`config.mk`:
```
export PLATFORM = sky130hd
export DESIGN_NAME = frame_parser
export DESIGN_NICKNAME = d
export VERILOG_FILES = /design/src/rtl/frame_pkg.sv /design/src/rtl/crc16_word.sv /design/src/rtl/frame_parser.sv
export SDC_FILE = /design/constraint.sdc
export NUM_CORES = 1
export LEC_CHECK = 0
export CAP_MARGIN = 20
export CORE_MARGIN = 3
export CORE_UTILIZATION = 51
export DETAILED_ROUTE_END_ITERATION = 16
export HOLD_SLACK_MARGIN = 0.05
export PLACE_DENSITY = 0.86
export REMOVE_ABC_BUFFERS = 1
export SYNTH_ARGS = -nofsm -noshare
export SYNTH_HDL_FRONTEND = slang
export SYNTH_SLANG_ARGS = --single-unit
```
`constraint.sdc`:
```
create_clock -name clk_in -period 3.29 [get_ports clk_in]
set_clock_uncertainty 0.15 [all_clocks]
set_input_delay 0.4935 -clock clk_in [delete_from_list [all_inputs] [get_ports clk_in]]
set_output_delay 0.4935 -clock clk_in [all_outputs]
set_load 0.02 [all_outputs]
```
`src/rtl/frame_pkg.sv`:
```
// frame_pkg: shared constants, parser state encoding and the CRC-16/CCITT
// word-step function used by the frame parser and its bench model.
package frame_pkg;

  localparam logic [15:0] HDR_WORD  = 16'hE0E0;
  localparam logic [15:0] TRL_WORD  = 16'h0E0E;
  localparam int          MAX_WORDS = 8;

  typedef enum logic [2:0] {
    ST_HUNT,
    ST_HDR2,
    ST_CHAN,
    ST_BODY,
    ST_DROP
  } parser_state_t;

  // One 16-bit word of CRC-16/CCITT (poly 0x1021, init/xorout handled by the
  // caller, no reflection), MSB of the word first. q = crc ^ word.
  function automatic logic [15:0] crc16_step(input logic [15:0] crc,
                                             input logic [15:0] word);
    logic [15:0] q;
    logic [15:0] c;
    q = crc ^ word;
    c[0]  = q[0]  ^ q[4]  ^ q[8]  ^ q[11] ^ q[12];
    c[1]  = q[1]  ^ q[5]  ^ q[9]  ^ q[12] ^ q[13];
    c[2]  = q[2]  ^ q[6]  ^ q[10] ^ q[13] ^ q[14];
    c[3]  = q[3]  ^ q[7]  ^ q[11] ^ q[14] ^ q[15];
    c[4]  = q[4]  ^ q[8]  ^ q[12] ^ q[15];
    c[5]  = q[0]  ^ q[4]  ^ q[5]  ^ q[8]  ^ q[9]  ^ q[11] ^ q[12] ^ q[13];
    c[6]  = q[1]  ^ q[5]  ^ q[6]  ^ q[9]  ^ q[10] ^ q[12] ^ q[13] ^ q[14];
    c[7]  = q[2]  ^ q[6]  ^ q[7]  ^ q[10] ^ q[11] ^ q[13] ^ q[14] ^ q[15];
    c[8]  = q[3]  ^ q[7]  ^ q[8]  ^ q[11] ^ q[12] ^ q[14] ^ q[15];
    c[9]  = q[4]  ^ q[8]  ^ q[9]  ^ q[12] ^ q[13] ^ q[15];
    c[10] = q[5]  ^ q[9]  ^ q[10] ^ q[13] ^ q[14];
    c[11] = q[6]  ^ q[10] ^ q[11] ^ q[14] ^ q[15];
    c[12] = q[0]  ^ q[4]  ^ q[7]  ^ q[8]  ^ q[15];
    c[13] = q[1]  ^ q[5]  ^ q[8]  ^ q[9];
    c[14] = q[2]  ^ q[6]  ^ q[9]  ^ q[10];
    c[15] = q[3]  ^ q[7]  ^ q[10] ^ q[11];
    return c;
  endfunction

endpackage

```
`src/rtl/crc16_word.sv`:
```
// crc16_word: registered CRC-16/CCITT accumulator, one 16-bit word per clock.
// Ports:
//   clk_in  - word clock
//   rst_n   - async active-low reset, clears the accumulator
//   i_clr   - synchronous clear to 16'h0000 (wins over i_en)
//   i_en    - fold i_word into the accumulator
//   i_word  - data word
//   o_crc   - current accumulator value
module crc16_word (
  input  logic        clk_in,
  input  logic        rst_n,
  input  logic        i_clr,
  input  logic        i_en,
  input  logic [15:0] i_word,
  output logic [15:0] o_crc
);
  import frame_pkg::*;

  logic [15:0] r_crc;

  always_ff @(posedge clk_in or negedge rst_n) begin
    if (!rst_n) begin
      r_crc <= 16'h0000;
    end else if (i_clr) begin
      r_crc <= 16'h0000;
    end else if (i_en) begin
      r_crc <= crc16_step(r_crc, i_word);
    end
  end

  assign o_crc = r_crc;

endmodule

```
`src/rtl/frame_parser.sv`:
```
// frame_parser: hunts for the E0E0 E0E0 header in the 16-bit word stream,
// captures channel, payload (1..MAX_WORDS words), CRC and 0E0E 0E0E trailer,
// checks CRC-16/CCITT and presents each good frame as one FIFO write.
// Ports:
//   clk_in, rst_n   - word clock, async active-low reset
//   data_in         - stream word, sampled every edge (no valid qualifier)
//   fifo_full       - FIFO write side full, sampled at the frame-end edge only
//   frm_vld         - one-cycle FIFO write strobe for a good frame
//   frm_chan/len/data - frame record, updated at every frame end, then held
//   crc_ok/crc_err/len_err/chan_err/frm_drop - one-cycle frame-end flags
//
// state   | meaning
// --------+------------------------------------------------------------
// HUNT    | waiting for first header word
// HDR2    | first header seen, expect second header word
// CHAN    | current word is the channel word; clear payload/count/CRC
// BODY    | collecting payload through the two-word delay window
// DROP    | payload overflowed; wait for trailer, then report len_err
module frame_parser #(
  parameter int MAX_WORDS = frame_pkg::MAX_WORDS
) (
  input  logic                    clk_in,
  input  logic                    rst_n,
  input  logic [15:0]             data_in,
  input  logic                    fifo_full,
  output logic                    frm_vld,
  output logic [7:0]              frm_chan,
  output logic [3:0]              frm_len,
  output logic [MAX_WORDS*16-1:0] frm_data,
  output logic                    crc_ok,
  output logic                    crc_err,
  output logic                    len_err,
  output logic                    chan_err,
  output logic                    frm_drop
);
  import frame_pkg::*;

  localparam int DW = MAX_WORDS * 16;

  parser_state_t r_state, w_state_nxt;

  logic [15:0]   r_w1, r_w2;
  logic [1:0]    r_fill;
  logic [3:0]    r_cnt;
  logic [15:0]   r_chan_word;
  logic [DW-1:0] r_data;

  logic [15:0]   w_crc;
  logic          w_win_full;
  logic          w_trl_end;
  logic          w_payload;
  logic          w_overflow;
  logic          w_crc_en;
  logic          w_crc_clr;
  logic          w_chan_good;
  logic          w_frame_end;
  logic          w_vld, w_ok, w_err, w_len, w_chan, w_drop;

  crc16_word u_crc (
    .clk_in (clk_in),
    .rst_n  (rst_n),
    .i_clr  (w_crc_clr),
    .i_en   (w_crc_en),
    .i_word (r_w1),
    .o_crc  (w_crc)
  );

  // End of frame: trailer pair at data_in/w2 with a full window, so w1 holds
  // the received CRC and everything older has already been folded in.
  assign w_win_full  = (r_fill == 2'd2);
  assign w_trl_end   = (data_in == TRL_WORD) && (r_w2 == TRL_WORD) && w_win_full;
  assign w_payload   = (r_state == ST_BODY) && w_win_full && !w_trl_end;
  assign w_overflow  = w_payload && (r_cnt == 4'(MAX_WORDS));
  assign w_crc_en    = w_payload && !w_overflow;
  assign w_crc_clr   = (r_state == ST_CHAN);
  assign w_chan_good = (r_chan_word[15:8] == 8'h00) && $onehot(r_chan_word[7:0]);

  always_ff @(posedge clk_in or negedge rst_n) begin
    if (!rst_n) begin
      r_state <= ST_HUNT;
    end else begin
      r_state <= w_state_nxt;
    end
  end

  always_comb begin
    w_state_nxt = r_state;
    w_frame_end = 1'b0;
    w_vld       = 1'b0;
    w_ok        = 1'b0;
    w_err       = 1'b0;
    w_len       = 1'b0;
    w_chan      = 1'b0;
    w_drop      = 1'b0;
    case (r_state)
      ST_HUNT: begin
        if (data_in == HDR_WORD) w_state_nxt = ST_HDR2;
      end
      ST_HDR2: begin
        w_state_nxt = (data_in == HDR_WORD) ? ST_CHAN : ST_HUNT;
      end
      ST_CHAN: begin
        w_state_nxt = ST_BODY;
      end
      ST_BODY: begin
        if (w_trl_end) begin
          w_state_nxt = ST_HUNT;
          w_frame_end = 1'b1;
          w_chan      = !w_chan_good;
          if (r_cnt == 4'd0) begin
            w_len = 1'b1;
          end else begin
            w_ok  = (w_crc == r_w1);
            w_err = (w_crc != r_w1);
          end
          // count is at most MAX_WORDS here; overflow would have left BODY
          if (w_ok && w_chan_good) begin
            w_vld  = !fifo_full;
            w_drop = fifo_full;
          end
        end else if (w_overflow) begin
          w_state_nxt = ST_DROP;
        end
      end
      ST_DROP: begin
        if ((data_in == TRL_WORD) && (r_w2 == TRL_WORD)) begin
          w_state_nxt = ST_HUNT;
          w_frame_end = 1'b1;
          w_len       = 1'b1;
          w_chan      = !w_chan_good;
        end
      end
      default: w_state_nxt = ST_HUNT;
    endcase
  end

  always_ff @(posedge clk_in or negedge rst_n) begin
    if (!rst_n) begin
      r_w1        <= '0;
      r_w2        <= '0;
      r_fill      <= '0;
      r_cnt       <= '0;
      r_chan_word <= '0;
      r_data      <= '0;
    end else begin
      if (r_state == ST_CHAN) begin
        r_chan_word <= data_in;
        r_w1        <= '0;
        r_w2        <= '0;
        r_fill      <= '0;
        r_cnt       <= '0;
        r_data      <= '0;
      end else if ((r_state == ST_BODY) || (r_state == ST_DROP)) begin
        r_w2 <= data_in;
        r_w1 <= r_w2;
        if (r_fill != 2'd2) r_fill <= r_fill + 2'd1;
        if (w_crc_en) begin
          r_data <= {r_data[DW-17:0], r_w1};
          r_cnt  <= r_cnt + 4'd1;
        end
      end
    end
  end

  always_ff @(posedge clk_in or negedge rst_n) begin
    if (!rst_n) begin
      frm_vld  <= 1'b0;
      crc_ok   <= 1'b0;
      crc_err  <= 1'b0;
      len_err  <= 1'b0;
      chan_err <= 1'b0;
      frm_drop <= 1'b0;
      frm_chan <= '0;
      frm_len  <= '0;
      frm_data <= '0;
    end else begin
      frm_vld  <= w_vld;
      crc_ok   <= w_ok;
      crc_err  <= w_err;
      len_err  <= w_len;
      chan_err <= w_chan;
      frm_drop <= w_drop;
      if (w_frame_end) begin
        frm_chan <= r_chan_word[7:0];
        frm_len  <= r_cnt;
        frm_data <= r_data;
      end
    end
  end

endmodule

```
# Word-level counts from Yosys, hierarchy flattened
# Cells that the tools add are included.
# W data, S select, Z words.
[word_totals]
register_bits = 347
in_bits = 19
[op_classes]
addsub = 9
n_eq_ne = 16
muxes = 44
bitwise_logic = 64
reduce_logical = 22
[op_table]
columns = ["operator", "count"]
rows = [
  ["$mux W128", 3],
  ["$mux W16", 6],
  ["$xor A1 B1 Y1", 63],
  ["$eq A16 B12 Y1 const B", 2],
  ["$mux W1", 20],
  ["$eq A16 B16 Y1", 1],
  ["$eq A16 B16 Y1 const B", 1],
  ["$ne A16 B16 Y1", 1],
  ["$xor A16 B16 Y16", 1],
  ["$pmux W3 S5", 1],
  ["$mux W3", 4],
  ["$mux W4", 3],
  ["$add A1 B1 Y2", 4],
  ["$logic_and A1 B1 Y1", 8],
  ["$logic_not A8 Y1", 1],
  ["$mux W2", 4],
  ["$add A2 B2 Y3", 2],
  ["$eq A3 B2 Y1 const B", 2],
  ["$ne A2 B2 Y1 const B", 3],
  ["$pmux W1 S2", 3],
  ["$reduce_bool A2 Y1", 3],
  ["$add A3 B3 Y4", 1],
  ["$add A4 B1 Y4 const B", 1],
  ["$eq A4 B1 Y1 const B", 1],
  ["other kinds (12)", 16],
]

# Logic depth before layout (Yosys ltp)
[logic_depth]
word_depth = 11
ltp_mapped = 13
mapped_depth_nobuf = 13

# Hierarchy
# Synthesis repeated with hierarchy kept, for this count alone.
[hier_totals]
hier_cells = 1121
area_unflattened_um2 = 14676.6
[by_module_without_submodules]
columns = ["module", "instances", "cells_per_inst", "area_each_um2", "seq_area_each_um2"]
rows = [
  ["frame_parser", 1, 1011, 13439.1, 8282.9],
  ["crc16_word", 1, 110, 1237.4, 400.4],
]

# Least setup slack after synthesis
# No wires, ideal clock.
[synth_path]
path_kind = "reg2reg"
start = "register r_chan_word[0]"
end = "register frm_vld"
setup_ns = 0.068
arrival_ns = 3.098
required_ns = 3.072
setup_slack_ns = -0.027
path_stages_with_launch = 14
synth_period_minus_slack_ns = 3.317
path_cell_list = "dfrtp_1 inv_1 fa_1 fa_1 fa_1 inv_1 ha_1 inv_1 fa_1 nand2_1 nor3_1 o2111ai_1 a21oi_1 and4b_1"
[synth_via]
elab_chain_len = 9
[synth_rtl]
columns = ["item", "line", "text"]
rows = [
  ["start: declaration", "frame_parser.sv:45", "logic [15:0] r_chan_word;"],
  ["start signal: assignment", "frame_parser.sv:147", "r_chan_word <= data_in;"],
  ["$add A1 B1 Y2 (implied by the code)", "frame_parser.sv:76", "assign w_chan_good = (r_chan_word[15:8] == 8'h00) && $onehot(r_chan_word[7:0]);"],
  ["$add A2 B2 Y3 (implied by the code)", "frame_parser.sv:76", ""],
  ["$add A3 B3 Y4 (implied by the code)", "frame_parser.sv:76", ""],
  ["$eq A4 B1 Y1", "frame_parser.sv:76", ""],
  ["$logic_and A1 B1 Y1", "frame_parser.sv:76", ""],
  ["$logic_and A1 B1 Y1", "frame_parser.sv:117", "if (w_ok && w_chan_good) begin"],
  ["$mux W1", "frame_parser.sv:117", ""],
  ["$mux W1", "frame_parser.sv:106", "if (w_trl_end) begin"],
  ["$mux W1", "frame_parser.sv:95", "case (r_state)"],
  ["named net w_vld", "frame_parser.sv:57", "logic w_vld, w_ok, w_err, w_len, w_chan, w_drop;"],
  ["end signal: assignment", "frame_parser.sv:177", "frm_vld <= w_vld;"],
  ["end: declaration", "frame_parser.sv:26", "output logic frm_vld,"],
]
# The timed path passes the listed nets, and every way through them passes these cells.
# A chain may end at the register's enable or synchronous reset.

# Worst setup path in the final report
# Same ends and word-level chain as after synthesis.

==> results.json <==
{
  "status": "finished with violations",
  "violations": "negative setup slack",
  "rows": 60,
  "cp_common_cell": "fa_1",
  "cp_slowest_stage_delay_ns": 0.55,
  "peakVddDrop_v": 0.0003655,
  "worst_path_dominant_cell_family": "adder cells",
  "die_area_mm2": 0.02986,
  "synth-seq-cells": 347,
  "cts_num_sinks": 347,
  "setup_slack_ns": -0.2345,
  "grt_max_degree": 95,
  "grt.overflow.total": 0,
  "ys_top_cells_by_area": "dfrtp_1 61%, nand2_1 8.6%, mux2_1 7.6%",
  "synthCells": 1248,
  "fmax_ghz": 0.2837,
  "area_growth_pct": 25.47,
  "yosys_warnings": 0,
  "path_cells": "inv_2, fa_1, fa_1, fa_1, inv_1, ha_2, inv_2, fa_1, nand2_1, nor3_2, o2111ai_1, a21oi_2, and4b_1",
  "vias_per_cell": 5.430,
  "setup_violations": 3,
  "port_buffers": 164,
  "fin_hold_ws_ns": 0.3298,
  "clock_path_buffers": 3,
  "async_reset_ff_share_pct": 100.0,
  "initialDrtViolationCount": 890,
  "grt_pass1_vias": 10080,
  "boundaryPins": 165,
  "p_leak_nw": 8.813,
  "grt_pass1_wl_um": 52370,
  "num_vias": 9822,
  "antenna-diode-count": 0,
  "clkLatencyLatePin_ns": 0.50,
  "wl_per_cell_um": 17.01,
  "max_slew_margin_pct": 49.29,
  "clk_pin_slew_worst_paths_ns": 0.06,
  "syn_area_mm2": 0.01419,
  "routed_wl_um": 30770,
  "drc": 0,
  "start_kind": "flip-flop",
  "path_max_fanout": 3,
  "cts_tree": "built",
  "dpl_cell_area_mm2": 0.01653,
  "synth-main-ff-cell": "dfrtp_1",
  "fin_nets": 1443,
  "drv_cap": 0,
  "die_w_um": 172.8,
  "hold_path.class": "flip-flop to flip-flop",
  "dieHeight_um": 172.8,
  "track_usage_pct": 20.84,
  "critPathRequiredTime_ns": 3.58,
  "rsz0062_at_grt": "true",
  "initial_utilization_pct": 52.21,
  "path_class": "flip-flop to flip-flop",
  "synth_edf_count": 0,
  "place_congestion": 0.8847,
  "powerDensity_mw_per_mm2": 485.3,
  "period_minus_slack_ns": 3.524,
  "ctsRootBufferMaster": "clkbuf_16",
  "numCtsBuffers": 36,
  "synth_top_area_share_pct": 61.20,
  "critPathSlowestCell": "fa_1",
  "drtAntennaViolNets": 0,
  "yosysSeqAreaShare_pct": 61.20,
  "synth_top_area_cell": "dfrtp_1",
  "slew_violations": 0,
  "fin_crit_sh_pct": 107.1,
  "tightest_slew_ns": 0.7606,
  "crit_arrival_ns": 3.81,
  "hold_violations": 0,
  "stdcell_area_mm2": 0.01780,
  "power.total_mw": 8.640,
  "ys_types": 49,
  "antenna_found_initial": 0,
  "hpwlAfterDp_um": 19890,
  "critPathCaptureType": "flip-flop",
  "drive_above_1_share_pct": 10.51,
  "core_mm2": 0.02718,
  "cp_num_buf_inv": 3,
  "htreeDepth": 2,
  "synth.avg_cell_area_um2": 11.37,
  "dr.pass1.iters": 5
}
## per-stage QoR
| stage | instances | TNS (ns) | setup slack, ns | utilization, % |
|---|---|---|---|---|
| finish | 1809 | -0.5899 | -0.2345 | 65.51 |
| global route | 1809 | -0.8883 | -0.3320 | 65.51 |
| CTS | 1808 | -0.6547 | -0.2583 | 65.46 |
| detailed placement | 1746 | -0.8362 | -0.3174 | 60.84 |
| global placement | 1746 | -0.5657 | -0.2178 | 60.84 |
| floorplan | 1171 | -819.33 | -3.114 | - |
## cell usage in the layout, fill, tap and decap left out, drive strengths merged, types with 18 or more instances in the layout
cell type and n:
a32o 18, dfrtp 347, a21oi 21, clkdlybuf4s50 163, buf 41, xnor2 40
inv 19, nand2 325, mux2 140, clkbuf 51, nand3 154, o21ai 25
## what timing repair did
action	CTS	global route
resized for setup	4	1
pin swaps	1	1
endpoints found under the setup margin	3	3
hold buffers	1	0
buffers inserted	0	1
hold endpoints to repair	87	0
## synthesized netlist by cell type (all sizes together), types with 2 or more instances
cell,number
mux2i,2
nand4,6
fa,4
xnor3,5
dfrtp,347
buf,22
nor4b,2
a21oi,21
inv,19
xnor2,40
o21ai,25
o21a,2
nor3,3
ha,6
nor4,4
and4,2
nor2b,3
nand2,325
nand2b,4
clkbuf,55
nand3,154
xor2,7
or3,6
a32o,18
nor2,7
nand4bb,2
or4,2
mux2,140
## worst paths after layout
check / start / end / slack (ns) / cells past startpoint
setup / recovery: r_chan_word[0] / frm_vld / -0.23 / 13
hold / removal: frm_data[97] / frm_data[97] / 0.33 / 1
setup reg to reg: r_chan_word[0] / frm_vld / -0.23 / 13
hold reg to reg: frm_data[97] / frm_data[97] / 0.33 / 1
max in group asynchronous: rst_n / frm_data[58] / 1.65 / 3
min in group asynchronous: rst_n / frm_data[116] / 0.43 / 2
## sequential cells by signal, indices dropped and copies added, names as in the netlist
register     cells
chan_err         1
crc_err          1
crc_ok           1
frm_chan         8
frm_data       128
frm_drop         1
frm_len          4
frm_vld          1
len_err          1
r_chan_word     16
r_cnt            4
r_data         128
r_fill           2
r_state          3
r_w1            16
r_w2            16
u_crc.o_crc     16
## power breakdown
part	switching, mW	internal [mW]	leakage [nW]	total (mW)
sequential	0.0000423	4.27	4.67	4.27
clock	1.57	2.66	0.609	4.23
combinational	0.0997	0.0385	3.54	0.138
## layout make-up
class	count	area, um2
Clock buffer	51	1039
Clock inverter	10	200.2
Fill cell	2034	9374
Inverter	19	71.32
Multi-Input combinational cell	805	5149
Sequential cell	347	8683
Tap cell	372	465.4
Timing Repair Buffer	205	2195
## logic make-up after synthesis
| family | share of synthesized area (%) |
|---|---|
| AND/OR/NAND/NOR | 16.37 |
| flip-flops | 61.20 |
| multiplexers | 11.25 |
| buffers and inverters | 2.875 |
| AO/OA/AOI/OAI | 3.351 |
| XOR/XNOR | 3.862 |
| adder cells (fa/ha/maj) | 1.093 |
## metal layers
metal  up-vias  GRT usage [%]  wire length, um  share of wire (%)
met4         0          4.054              458                1.5
met3        35          3.645             1534                5.0
met2       278          35.07            15390                 50
met5         -              0                0                  0
met1      4965          28.99            13390                 44
li1       4544              -                -                  -
Power figures use the tool's default switching activity.
